===== src/rtl/j2c_pkg.sv =====
// Shared types and constants for the j2c serial line scheduler.
// Imported by the arbiter and the scheduler top.
package j2c_pkg;

    typedef enum logic [2:0] {
        IDLE,
        START,
        BIT_LOW,
        BIT_HIGH,
        STOP_LOW,
        STOP_HIGH
    } state_t;

    localparam logic SDA_IDLE = 1'b1;
    localparam logic SCL_IDLE = 1'b1;

    // Counter width helper: never narrower than one bit.
    function automatic int unsigned min1_clog2(input int unsigned n);
        return (n > 1) ? $clog2(n) : 1;
    endfunction

endpackage


===== src/rtl/j2c_rr_arbiter.sv =====
// Round-robin winner search starting one past the pointer.
// Purely combinational; the pointer register lives in the caller.
module j2c_rr_arbiter
    import j2c_pkg::*;
#(
    parameter int NUM_REQ = 4,
    localparam int PW = min1_clog2(NUM_REQ)
) (
    input  logic [NUM_REQ-1:0] req,
    input  logic [PW-1:0]      ptr,
    output logic [NUM_REQ-1:0] gnt,
    output logic               valid
);

    logic          found;
    logic [PW-1:0] idx;

    always_comb begin
        gnt   = '0;
        found = 1'b0;
        idx   = '0;
        for (int k = 1; k <= NUM_REQ; k++) begin
            idx = PW'((int'(ptr) + k) % NUM_REQ);
            if (!found && req[idx]) begin
                gnt[idx] = 1'b1;
                found    = 1'b1;
            end
        end
    end

    assign valid = |req;

endmodule


===== src/rtl/j2c_sched.sv =====
// Shares one sda/scl line between NUM_REQ requesters: round-robin
// grant, word latch, then start / LSB-first bits / stop framing.
module j2c_sched
    import j2c_pkg::*;
#(
    parameter int NUM_REQ        = 4,
    parameter int MESSAGE_LENGTH = 8,
    parameter int CLK_DIV        = 2
) (
    input  logic                              clk,
    input  logic                              rst,
    input  logic [NUM_REQ-1:0]                req,
    input  logic [NUM_REQ*MESSAGE_LENGTH-1:0] req_data,
    output logic [NUM_REQ-1:0]                grant,
    output logic                              busy,
    output logic                              done,
    output logic                              sda,
    output logic                              scl
);

    localparam int PW = min1_clog2(NUM_REQ);
    localparam int BW = min1_clog2(MESSAGE_LENGTH);
    localparam int DW = min1_clog2(CLK_DIV);

    localparam logic [DW-1:0] DIV_LAST = DW'(CLK_DIV - 1);
    localparam logic [BW-1:0] BIT_LAST = BW'(MESSAGE_LENGTH - 1);
    localparam logic [PW-1:0] PTR_RST  = PW'(NUM_REQ - 1);

    state_t                    state;
    logic [PW-1:0]             last;
    logic [PW-1:0]             win_idx;
    logic [NUM_REQ-1:0]        arb_gnt;
    logic                      arb_valid;
    logic [MESSAGE_LENGTH-1:0] word;
    logic [MESSAGE_LENGTH-1:0] win_word;
    logic [BW-1:0]             bit_idx;
    logic [BW-1:0]             bit_nxt;
    logic [DW-1:0]             div;

    j2c_rr_arbiter #(
        .NUM_REQ (NUM_REQ)
    ) u_arb (
        .req   (req),
        .ptr   (last),
        .gnt   (arb_gnt),
        .valid (arb_valid)
    );

    always_comb begin
        win_idx = '0;
        for (int i = 0; i < NUM_REQ; i++) begin
            if (arb_gnt[i]) begin
                win_idx = PW'(i);
            end
        end
    end

    assign win_word = req_data[int'(win_idx)*MESSAGE_LENGTH +: MESSAGE_LENGTH];
    assign bit_nxt  = bit_idx + BW'(1);

    always_ff @(posedge clk) begin
        if (rst) begin
            state   <= IDLE;
            last    <= PTR_RST;
            bit_idx <= '0;
            div     <= '0;
            word    <= '0;
            grant   <= '0;
            busy    <= 1'b0;
            done    <= 1'b0;
            sda     <= SDA_IDLE;
            scl     <= SCL_IDLE;
        end else begin
            grant <= '0;
            done  <= 1'b0;
            if (state == IDLE) begin
                sda     <= SDA_IDLE;
                scl     <= SCL_IDLE;
                busy    <= 1'b0;
                div     <= '0;
                bit_idx <= '0;
                // Outputs for START are loaded together with the grant.
                if (arb_valid) begin
                    grant <= arb_gnt;
                    word  <= win_word;
                    last  <= win_idx;
                    state <= START;
                    sda   <= 1'b0;
                    scl   <= 1'b1;
                end
            end else begin
                busy <= 1'b1;
                if (div != DIV_LAST) begin
                    div <= div + DW'(1);
                end else begin
                    div <= '0;
                    unique case (state)
                        START: begin
                            state   <= BIT_LOW;
                            bit_idx <= '0;
                            scl     <= 1'b0;
                            sda     <= word[0];
                        end
                        BIT_LOW: begin
                            state <= BIT_HIGH;
                            scl   <= 1'b1;
                        end
                        BIT_HIGH: begin
                            scl <= 1'b0;
                            if (bit_idx == BIT_LAST) begin
                                state <= STOP_LOW;
                                sda   <= 1'b0;
                            end else begin
                                state   <= BIT_LOW;
                                bit_idx <= bit_nxt;
                                sda     <= word[bit_nxt];
                            end
                        end
                        STOP_LOW: begin
                            state <= STOP_HIGH;
                            scl   <= 1'b1;
                            sda   <= 1'b0;
                        end
                        STOP_HIGH: begin
                            state <= IDLE;
                            done  <= 1'b1;
                            busy  <= 1'b0;
                            sda   <= SDA_IDLE;
                            scl   <= SCL_IDLE;
                        end
                        default: begin
                            state <= IDLE;
                        end
                    endcase
                end
            end
        end
    end

endmodule


===== config.mk =====
export PLATFORM = sky130hd
export DESIGN_NAME = j2c_sched
export DESIGN_NICKNAME = d
export VERILOG_FILES = /design/src/rtl/j2c_pkg.sv /design/src/rtl/j2c_rr_arbiter.sv /design/src/rtl/j2c_sched.sv
export SDC_FILE = /design/constraint.sdc
export NUM_CORES = 1
export LEC_CHECK = 0
export ABC_AREA = 1
export CORE_ASPECT_RATIO = 0.6
export CORE_MARGIN = 8
export CORE_UTILIZATION = 46
export DETAILED_ROUTE_END_ITERATION = 7
export HOLD_SLACK_MARGIN = 0.02
export PLACE_DENSITY = 0.77
export RECOVER_POWER = 50
export SLEW_MARGIN = 25
export SYNTH_ARGS = -nofsm -noshare
export SYNTH_HDL_FRONTEND = slang
export SYNTH_SLANG_ARGS = --single-unit

===== constraint.sdc =====
create_clock -name clk -period 2.5 [get_ports clk]
set_clock_uncertainty 0.15 [all_clocks]
set_input_delay 0.375 -clock clk [delete_from_list [all_inputs] [get_ports clk]]
set_output_delay 0.375 -clock clk [all_outputs]
set_load 0.01 [all_outputs]

* After elaboration in Yosys (flattened, before gate mapping)
Cells that the tools add are included.
** Storage, ports and cells
- Flip-flop bits (word level) :: 25
- Input bits :: 38
- Output and inout port bits :: 8
- Logic and storage cells :: 111
** Operators by class
- Add/subtract/negate cells :: 6
- $lt $le $gt $ge :: 9
- Equality and inequality tests :: 8
- Shift operators :: 1
- Mux-type cells :: 44
- Bitwise operators :: 6
- Reductions and logical operators :: 27
** Operator list (number)
- variable part select 32 x 6 -> 8 bit :: 1
- 2-to-1 mux 1 bit :: 20
- 2-to-1 mux 4 bit :: 4
- 2-to-1 mux 3 bit :: 5
- less-than comparator 2 x 3 -> 1 bit (second input constant) :: 4
- bitwise OR 4 bit :: 3
- case mux 3 bit (4 select lines) :: 1
- OR reduction 3 bit :: 4
- == test 3 bit (second input constant) :: 3
- binary-select mux 1 bit (select 2 bit) :: 4
- demux 1 bit (select 2 bit) :: 4
- >= comparator 2 x 1 -> 1 bit (second input constant) :: 4
- AND reduction 2 bit :: 4
- logical AND 1 bit :: 7
- == test 3 x 2 -> 1 bit (second input constant) :: 2
- case mux 3 bit (2 select lines) :: 1
- nonzero test 2 bit :: 3
- nonzero test 5 bit :: 1
- adder 2 x 1 -> 2 bit (second input constant) :: 2
- adder 2 bit (second input constant) :: 2
- less-than comparator 3 x 4 -> 1 bit (second input constant) :: 1
- 2-to-1 mux 2 bit :: 2
- inequality test 2 bit (second input constant) :: 2
- case mux 1 bit (4 select lines) :: 1
- 11 further kinds :: 16

* Longest topological paths before layout
Gate-level depths: netlist of the first run.
- Depth in word-level cells :: 17
- Gate-level depth with buffers :: 18
- Depth with buffers taken out :: 18

* Cells and area by module
From an unflattened synthesis of the first run, not the netlist that was laid out.
** Second synthesis, totals
- Cell total of the unflattened synthesis :: 275
- Area total of the unflattened synthesis :: 1779.2 um^2
** Modules (own cells, without submodules)
- j2c_sched :: instances 1, cells each 199, area each 1351.3 um^2, seq. area each 500.5 um^2
- j2c_rr_arbiter :: instances 1, cells each 76, area each 427.9 um^2, seq. area each 0.0 um^2

* Least setup slack after synthesis of the first run
No wires, ideal clock.
- Path kind :: flip-flop to flip-flop
- Start :: reg last[0]
- End :: reg word[1]
- Library setup time :: 0.109 ns
- Arrival time :: 2.172 ns
- Data required time :: 2.241 ns
- Slack :: 0.069 ns
- Stages on the path, launching flop included :: 18
- Buffers on the path :: 1
- Clock period less this slack :: 2.431 ns
- Cells stage by stage :: dfxtp_1 inv_2 ha_1 inv_1 nand3_2 nand2_4 nand2_4 nor2_4 nand2_1 nand3_4 inv_4 buf_6 nand2_8 nand2_2 nand2_1 nand3_1 nand2_1 inv_1
** Between the ends
- Longest elaborated chain between the ends :: 17
- Elaborated cells between the ends (all ways) :: 52
- Classes of those cells :: add/sub: 4; order compare: 8; shift: 1; mux: 26; bitwise: 3; reduce/logical: 10
** Ends and longest elaborated chain
- start, declared :: line j2c_sched.sv:30 : logic [PW-1:0] last;
- start signal, assigned :: line j2c_sched.sv:86 : last <= win_idx;
- parallel branches: the longest is 12 deep, another holds less-than comparator 2 x 3 -> 1 bit
- 2-to-1 mux 4 bit (*) :: line j2c_rr_arbiter.sv:24 : if (!found && req[idx]) begin
- 2-to-1 mux 1 bit :: line j2c_sched.sv:52 : if (arb_gnt[i]) begin
- 2-to-1 mux 2 bit :: line j2c_sched.sv:52
- 2-to-1 mux 2 bit (*) :: line j2c_sched.sv:52
- variable part select 32 x 6 -> 8 bit (*) :: line j2c_sched.sv:58 : assign win_word = req_data[int'(win_idx)*MESSAGE_LENGTH +: MESSAGE_LENGTH];
- end signal, assigned :: line j2c_sched.sv:85 : word <= win_word;
- end, declared :: line j2c_sched.sv:34 : logic [MESSAGE_LENGTH-1:0] word;
Mark *: on every way between the ends. The select of a mux whose other input is x is not followed.
A chain may end at the register's enable or synchronous reset.

* Worst setup path in the final report of the first run
- Start :: reg last[1]
- End :: reg word[0]
The elaborated chain is that of the path after synthesis.

==> results of run 1 <==
## layout make-up
cell class,instances,area (um2)
clock buffers,3,41.3
clock inverters,1,5.00
fillers,386,1520
inverters,54,208
multi-input cells,234,1270
flip-flops and latches,25,500
well taps,60,75.1
repair buffers,52,503
## cells by family (layout without fill, tap and decap cells)
| group | after synthesis | count (layout) | synth area share |
|---|---|---|---|
| DFF | 25 | 25 | 0.253 |
| AOI/OAI and AO/OA | 44 | 44 | 0.124 |
| and+or+nand+nor | 180 | 180 | 0.439 |
| buffers and inverters | 59 | 110 | 0.121 |
| adders and majority gates | 10 | 10 | 0.0631 |
## cell usage in the layout (no fill, tap or decap)
cell type	instances
o211ai_1	1
nand3_4	2
clkinv_1	2
nand3b_1	1
o22ai_1	1
dfxtp_1	25
nand2_2	8
nand2_4	5
ha_4	1
a21oi_1	17
a31oi_1	2
nand4_1	5
clkbuf_8	3
nor2_1	37
a21oi_2	4
dlygate4sd3_1	9
clkdlybuf4s50_1	36
nor4_1	1
inv_1	47
nand3_2	2
a22oi_1	2
o21ai_0	17
nand2_8	1
nand2_1	83
nor2_4	2
clkinv_2	1
nor3_1	1
inv_2	4
inv_6	1
nor2_8	1
nand3_1	29
ha_1	9
buf_4	7
nor2_2	2
## state kept, by name, summed over array words and instances, names as in the netlist
signal	cells
bit_idx	3
busy	1
div	1
done	1
grant	4
last	2
scl	1
sda	1
state	3
word	8
## Yosys cell counts
master / n / area, um2
nand2_8: 1 / 20.0
o22ai_1: 1 / 6.26
nand3b_1: 1 / 7.51
nor4_1: 1 / 6.26
a31oi_1: 2 / 12.5
nand4_1: 5 / 31.3
nand2_4: 5 / 56.3
buf_6: 2 / 22.5
a22oi_1: 2 / 15.0
nand3_4: 1 / 17.5
clkinv_1: 2 / 7.51
clkbuf_1: 2 / 7.51
o21ai_0: 17 / 85.1
a21oi_2: 4 / 35.0
o211ai_1: 1 / 7.51
nand3_1: 29 / 145
inv_1: 48 / 180
inv_2: 3 / 11.3
nand2_1: 83 / 312
nor2_8: 1 / 20.0
inv_4: 1 / 6.26
nor3_1: 1 / 5.00
buf_2: 1 / 5.00
ha_1: 10 / 125
nor2_4: 2 / 22.5
a21oi_1: 17 / 85.1
dfxtp_1: 25 / 500
nand2_2: 8 / 50.1
nor2_1: 39 / 146
nand3_2: 3 / 30.0
## where the power goes
part,leakage [nW],switching (mW),total [mW],internal [mW]
sequential,0.206,0.0619,0.586,0.524
combinational,1.06,1.59,2.51,0.917
clock,0.0255,0.135,0.247,0.112
## worst max path at each step
stage / from / to / cells after the start
after global placement: req[1] / word[0] / 14
final: last[1] / word[0] / 17
after detailed placement: req[0] / word[0] / 16
after floorplan: last[0] / word[1] / 17
after CTS: last[1] / word[0] / 16
after global routing: last[1] / word[6] / 18
## through the flow
| step | setup TNS (ns) | util | instances |
|---|---|---|---|
| finish | 0 | 0.631 | 429 |
| floorplan | 0 | - | 318 |
| global placement | 0 | 0.613 | 425 |
| global route | 0 | 0.631 | 429 |
| CTS | 0 | 0.624 | 429 |
| detailed placement | -0.00966 | 0.613 | 425 |
## what timing repair did
| item | CTS | global route |
|---|---|---|
| endpoints found under the setup margin | 0 | 10 |
| buffers inserted | 0 | 0 |
| resized for setup | 0 | 7 |
## routing by layer
layer | track usage | vias to the layer above | routed length, um
met5 | 0 | - | 0
met4 | 0.0280 | 0 | 29
met3 | 0.0624 | 2 | 493
met2 | 0.204 | 80 | 1920
met1 | 0.232 | 849 | 2790
li1 | - | 1104 | -
## worst max-delay path, stage by stage (launching register included)
cell and delay, ns:
dfxtp_1 0.35, inv_2 0.09, ha_4 0.30, inv_1 0.07, nand3_1 0.08, nand2_1 0.12
nand2_2 0.15, nor2_8 0.05, nand2_1 0.09, inv_2 0.06, nor2_4 0.17, nand2_4 0.13
nand2_8 0.11, nand2_2 0.04, nand2_1 0.05, nand3_1 0.08, nand2_1 0.07, inv_1 0.03
==> summary.md, run 1 <==
| Metric | Value |
|---|---|
| Final wirelength | 5230 um |
| Root Driver | clkbuf_8 |
| TritonCTS Buffers | 3 |
| Slew Viols, Final | 0 |
| TritonCTS clock tree | built |
| Synthesis-stage register bit count | 25 |
| Chip Height | 66.8 um |
| Lkg Pwr | 1.29 nW |
| VDD IR max | 0.651 mV |
| Share of cells above drive strength 1 | 0.119 |
| Post-Synthesis Cell Area | 0.00198 mm2 |
| Yosys cell types | 30 |
| Drt wl/cell | 12.2 um |
| Worst-skew pair later-pin latency | 0.27 ns |
| CTS hold repair buffers | 0 |
| Die Area | 0.00673 mm2 |
| HPWL after DPL | 4180 um |
| Pre-CTS WS | -0.00956 ns |
| FMAX | 436 MHz |
| Tightest Pin Transition | 0.368 ns |
| R2r startpoint | last[1] |
| Pre-antenna DRT Iters | 6 |
| Die W | 101 um |
| Worst hold stages | 2 |
| Worst Setup End Kind | flip-flop |
| Hold Crit Endpoint | bit_idx[2] |
| Final worst slack | 0.207 ns |
| Gr usage total | 0.157 |
| Starting Density | 0.481 |
| Post-Syn Area per Cell | 6.23 um2 |
| IO Pins | 46 |
| H-tree depth | 1 |
| Largest net degree at the start of global routing | 22 |
| Slack of the worst reg-to-reg path | 0.21 ns |
| Via density | 4.74 |
| Period Utilization, post-route | 0.917 |
| Initial DRC count | 146 |
| Worst R2R Path Depth | 17 |
| Max Root-Sink Buffers | 2 |
| Placed Area | 0.00252 mm2 |
| Buffers on Ports | 45 |
| Hold path startpoint | bit_idx[2] |
| RePlAce Congestion | 0.894 |
| Via count | 2035 |
| First-pass GRT wire length | 8650 um |
| Syn Nets | 366 |
| Post-synthesis sequential area ratio | 0.253 |
| Fin Hold WS | 0.326 ns |
| Max-Cap Viols | 0 |
| Antenna-violating nets left | 0 |
| Minimum clock period | 2.29 ns |
| RSZ-0062 raised after global routing | false |
| Synth warnings | 0 |
| Status | complete, no violations |
| Total global routing overflow | 0 |
| Slew HR | 0.752 |
| # clock sinks | 25 |
| Hold Crit Class | reg -> reg |
| Post-layout nets | 418 |
| Synth-to-Final Area Change | 31.1% |
| CP Class | reg -> reg |
| Final hold vios | 0 |
| Critical R2R Capture | word[0] |
| Row cnt | 18 |
| Tot Pwr | 3.34 mW |
| Design Area, Final | 0.00260 mm2 |
| DRC | 0 |
| Pwr Density | 1290 mW/mm2 |
| Antenna Cells | 0 |
| CP Launch Type | flip-flop |
| Antenna violations before repair | 0 |
| Crit-path max FO | 9 |
| Mapped Cells | 318 |
| Core area | 0.00412 mm2 |
| Final Setup Violations | 0 |
| Critical Path AT | 2.32 ns |
| Clock slew seen by the registers of the worst setup and hold paths | 0.09 ns |
| Worst Path Required | 2.53 ns |
| Vias in the first global route | 1883 |
Power figures use the tool's default switching activity.
==> run 2, diff against run 1 <==
--- a/config.mk
+++ b/config.mk
@@ -10,6 +10,7 @@
 export CORE_MARGIN = 8
 export CORE_UTILIZATION = 46
 export DETAILED_ROUTE_END_ITERATION = 7
+export GPL_TIMING_DRIVEN = 0
 export HOLD_SLACK_MARGIN = 0.02
 export PLACE_DENSITY = 0.77
 export RECOVER_POWER = 50
==> summary.md, run 2 (synthesis gave the netlist of run 1 again) <==
| Metric | Value |
|---|---|
| Via count | 2113 |
| IO Pins | 46 |
| Final wirelength | 5400 um |
| CP Launch Type | flip-flop |
| Top flop regs | word (8), grant (4) |
| TritonCTS clock tree | built |
| FMAX | 425 MHz |
| Reg area | 508 um2 |
| Final Setup Violations | 0 |
| Critical Path AT | 2.39 ns |
| Drt wl/cell | 12.3 um |
| VDD IR max | 0.860 mV |
| Total global routing overflow | 0 |
| Lkg Pwr | 1.32 nW |
| Design Area, Final | 0.00268 mm2 |
| First-pass GRT wire length | 8730 um |
| Max reg flops | 8 |
| Die Area | 0.00673 mm2 |
| HPWL after DPL | 4160 um |
| Status | complete, no violations |
| Synth-to-Final Area Change | 35.1% |
| Row cnt | 18 |
| CP Class | reg -> reg |
| Antenna-violating nets left | 0 |
| Most flop-heavy register | word |
| Die W | 101 um |
| Pre-CTS WS | -0.349 ns |
| Area of the multi-input gates | 0.00128 mm2 |
| Buffers on Ports | 44 |
| Worst Setup End Kind | flip-flop |
| Commonest non-fill, non-tap cell in the layout | nand2_1 |
| Root Driver | clkbuf_8 |
| Placed Area | 0.00250 mm2 |
| Gr usage total | 0.161 |
| Most frequent cells in the layout | nand2_1 (79), inv_1 (46), nor2_1 (38) |
| Antenna Cells | 0 |
| Chip Height | 66.8 um |
| Slew HR | 0.705 |
| RePlAce Congestion | 0.922 |
| Initial DRC count | 88 |
| Slack of the worst reg-to-reg path | 0.14 ns |
| Pre-antenna DRT Iters | 4 |
| Worst-skew pair later-pin latency | 0.28 ns |
| Final worst slack | 0.144 ns |
| CTS hold repair buffers | 0 |
| Worst Path Required | 2.54 ns |
| Antenna violations before repair | 0 |
| Post-layout nets | 426 |
| Final hold vios | 0 |
| Hold Crit Class | reg -> reg |
| Share of cells above drive strength 1 | 0.156 |
| Slew Viols, Final | 0 |
| Max-Cap Viols | 0 |
| Pwr Density | 1310 mW/mm2 |
| Minimum clock period | 2.36 ns |
| # clock sinks | 25 |
| Crit-path max FO | 11 |
| Vias in the first global route | 1913 |
| H-tree depth | 1 |
| Via density | 4.84 |
| RSZ-0062 raised after global routing | false |
| Tightest Pin Transition | 0.443 ns |
| Clock slew seen by the registers of the worst setup and hold paths | 0.10 ns |
| Period Utilization, post-route | 0.942 |
| Core area | 0.00412 mm2 |
| TritonCTS Buffers | 3 |
| # fillers | 379 |
| DRC | 0 |
| Starting Density | 0.481 |
| Largest net degree at the start of global routing | 16 |
| Max Root-Sink Buffers | 2 |
-- run 2: cell types whose count changed in the layout (fill, tap and decap cells not counted), moves of 2 or more --
cell	change
clkbuf_1	+2
buf_4	+5
nand2_2	+4
nand2_1	-4
inv_4	+2
dfxtp_1	-2
dfxtp_4	+2
-- run 2: where the power goes --
part           total (mW)  internal [mW]  switching, mW
logic                2.64           1.02           1.62
registers           0.617          0.533         0.0848
clock network       0.257          0.113          0.143
total                3.51           1.66           1.85
-- run 2: path summary, 6_finish.rpt --
kind	from	end	depth (start not counted)
worst max-delay path	last[0]	word[1]	17
worst min-delay path	bit_idx[2]	bit_idx[2]	2
worst max register to register	last[0]	word[1]	17
worst min register to register	bit_idx[2]	bit_idx[2]	2
-- run 2: through the flow --
stage          setup TNS [ns]  std cells  power, mW  hold WS (ns)   util
4_1_cts                     0        426       3.34         0.323  0.625
3_3_place_gp            -2.63        422       2.98         0.312  0.606
5_1_grt                     0        437       3.87         0.364  0.650
2_1_floorplan               0        318       2.47         0.299      -
6_report                    0        437       3.51         0.324  0.650
3_5_place_dp            -2.88        422       3.01         0.313  0.606
-- run 2: routing by layer --
layer  track usage  up-vias  wire length, um
met1         0.227      910             2710
met2         0.225       77             2170
met5             0        -                0
met3        0.0593        5              478
li1              -     1121                -
met4        0.0280        0               39
-- run 2: timing repair --
item,4_1_cts,5_1_grt
buffers inserted,0,12
gates resized for setup,8,10
pin swaps,0,6
setup endpoints to repair,11,9
-- run 2: area by class of cell --
class                           instances  area share
Clock buffer                            3      0.0154
Inverter                               54      0.0794
Multi-Input combinational cell        234       0.478
Timing Repair Buffer                   56       0.198
Buffer                                  4     0.00888
Tap cell                               60      0.0280
Clock inverter                          1     0.00280
Sequential cell                        25       0.190
-- run 2: worst max-delay path: stages (launching register included) --
cell	delay, ns
dfxtp_4	0.41
inv_6	0.07
ha_4	0.26
inv_2	0.07
nand3_2	0.09
nand2_4	0.12
nand2_4	0.09
nor2_4	0.18
nand2_2	0.10
nand3_4	0.13
inv_4	0.05
buf_6	0.15
nand2_8	0.10
nand2_2	0.05
nand2_1	0.05
nand3_1	0.08
nand2_1	0.07
inv_1	0.03
==> run 3, diff against run 2 <==
--- a/config.mk
+++ b/config.mk
@@ -6,10 +6,12 @@
 export NUM_CORES = 1
 export LEC_CHECK = 0
 export ABC_AREA = 1
+export CAP_MARGIN = 0
 export CORE_ASPECT_RATIO = 0.6
 export CORE_MARGIN = 8
 export CORE_UTILIZATION = 46
 export DETAILED_ROUTE_END_ITERATION = 7
+export GPL_ROUTABILITY_DRIVEN = 0
 export GPL_TIMING_DRIVEN = 0
 export HOLD_SLACK_MARGIN = 0.02
 export PLACE_DENSITY = 0.77
==> results of run 3 <==
The final DEF is identical to that of run 2; final timing and power are the same.
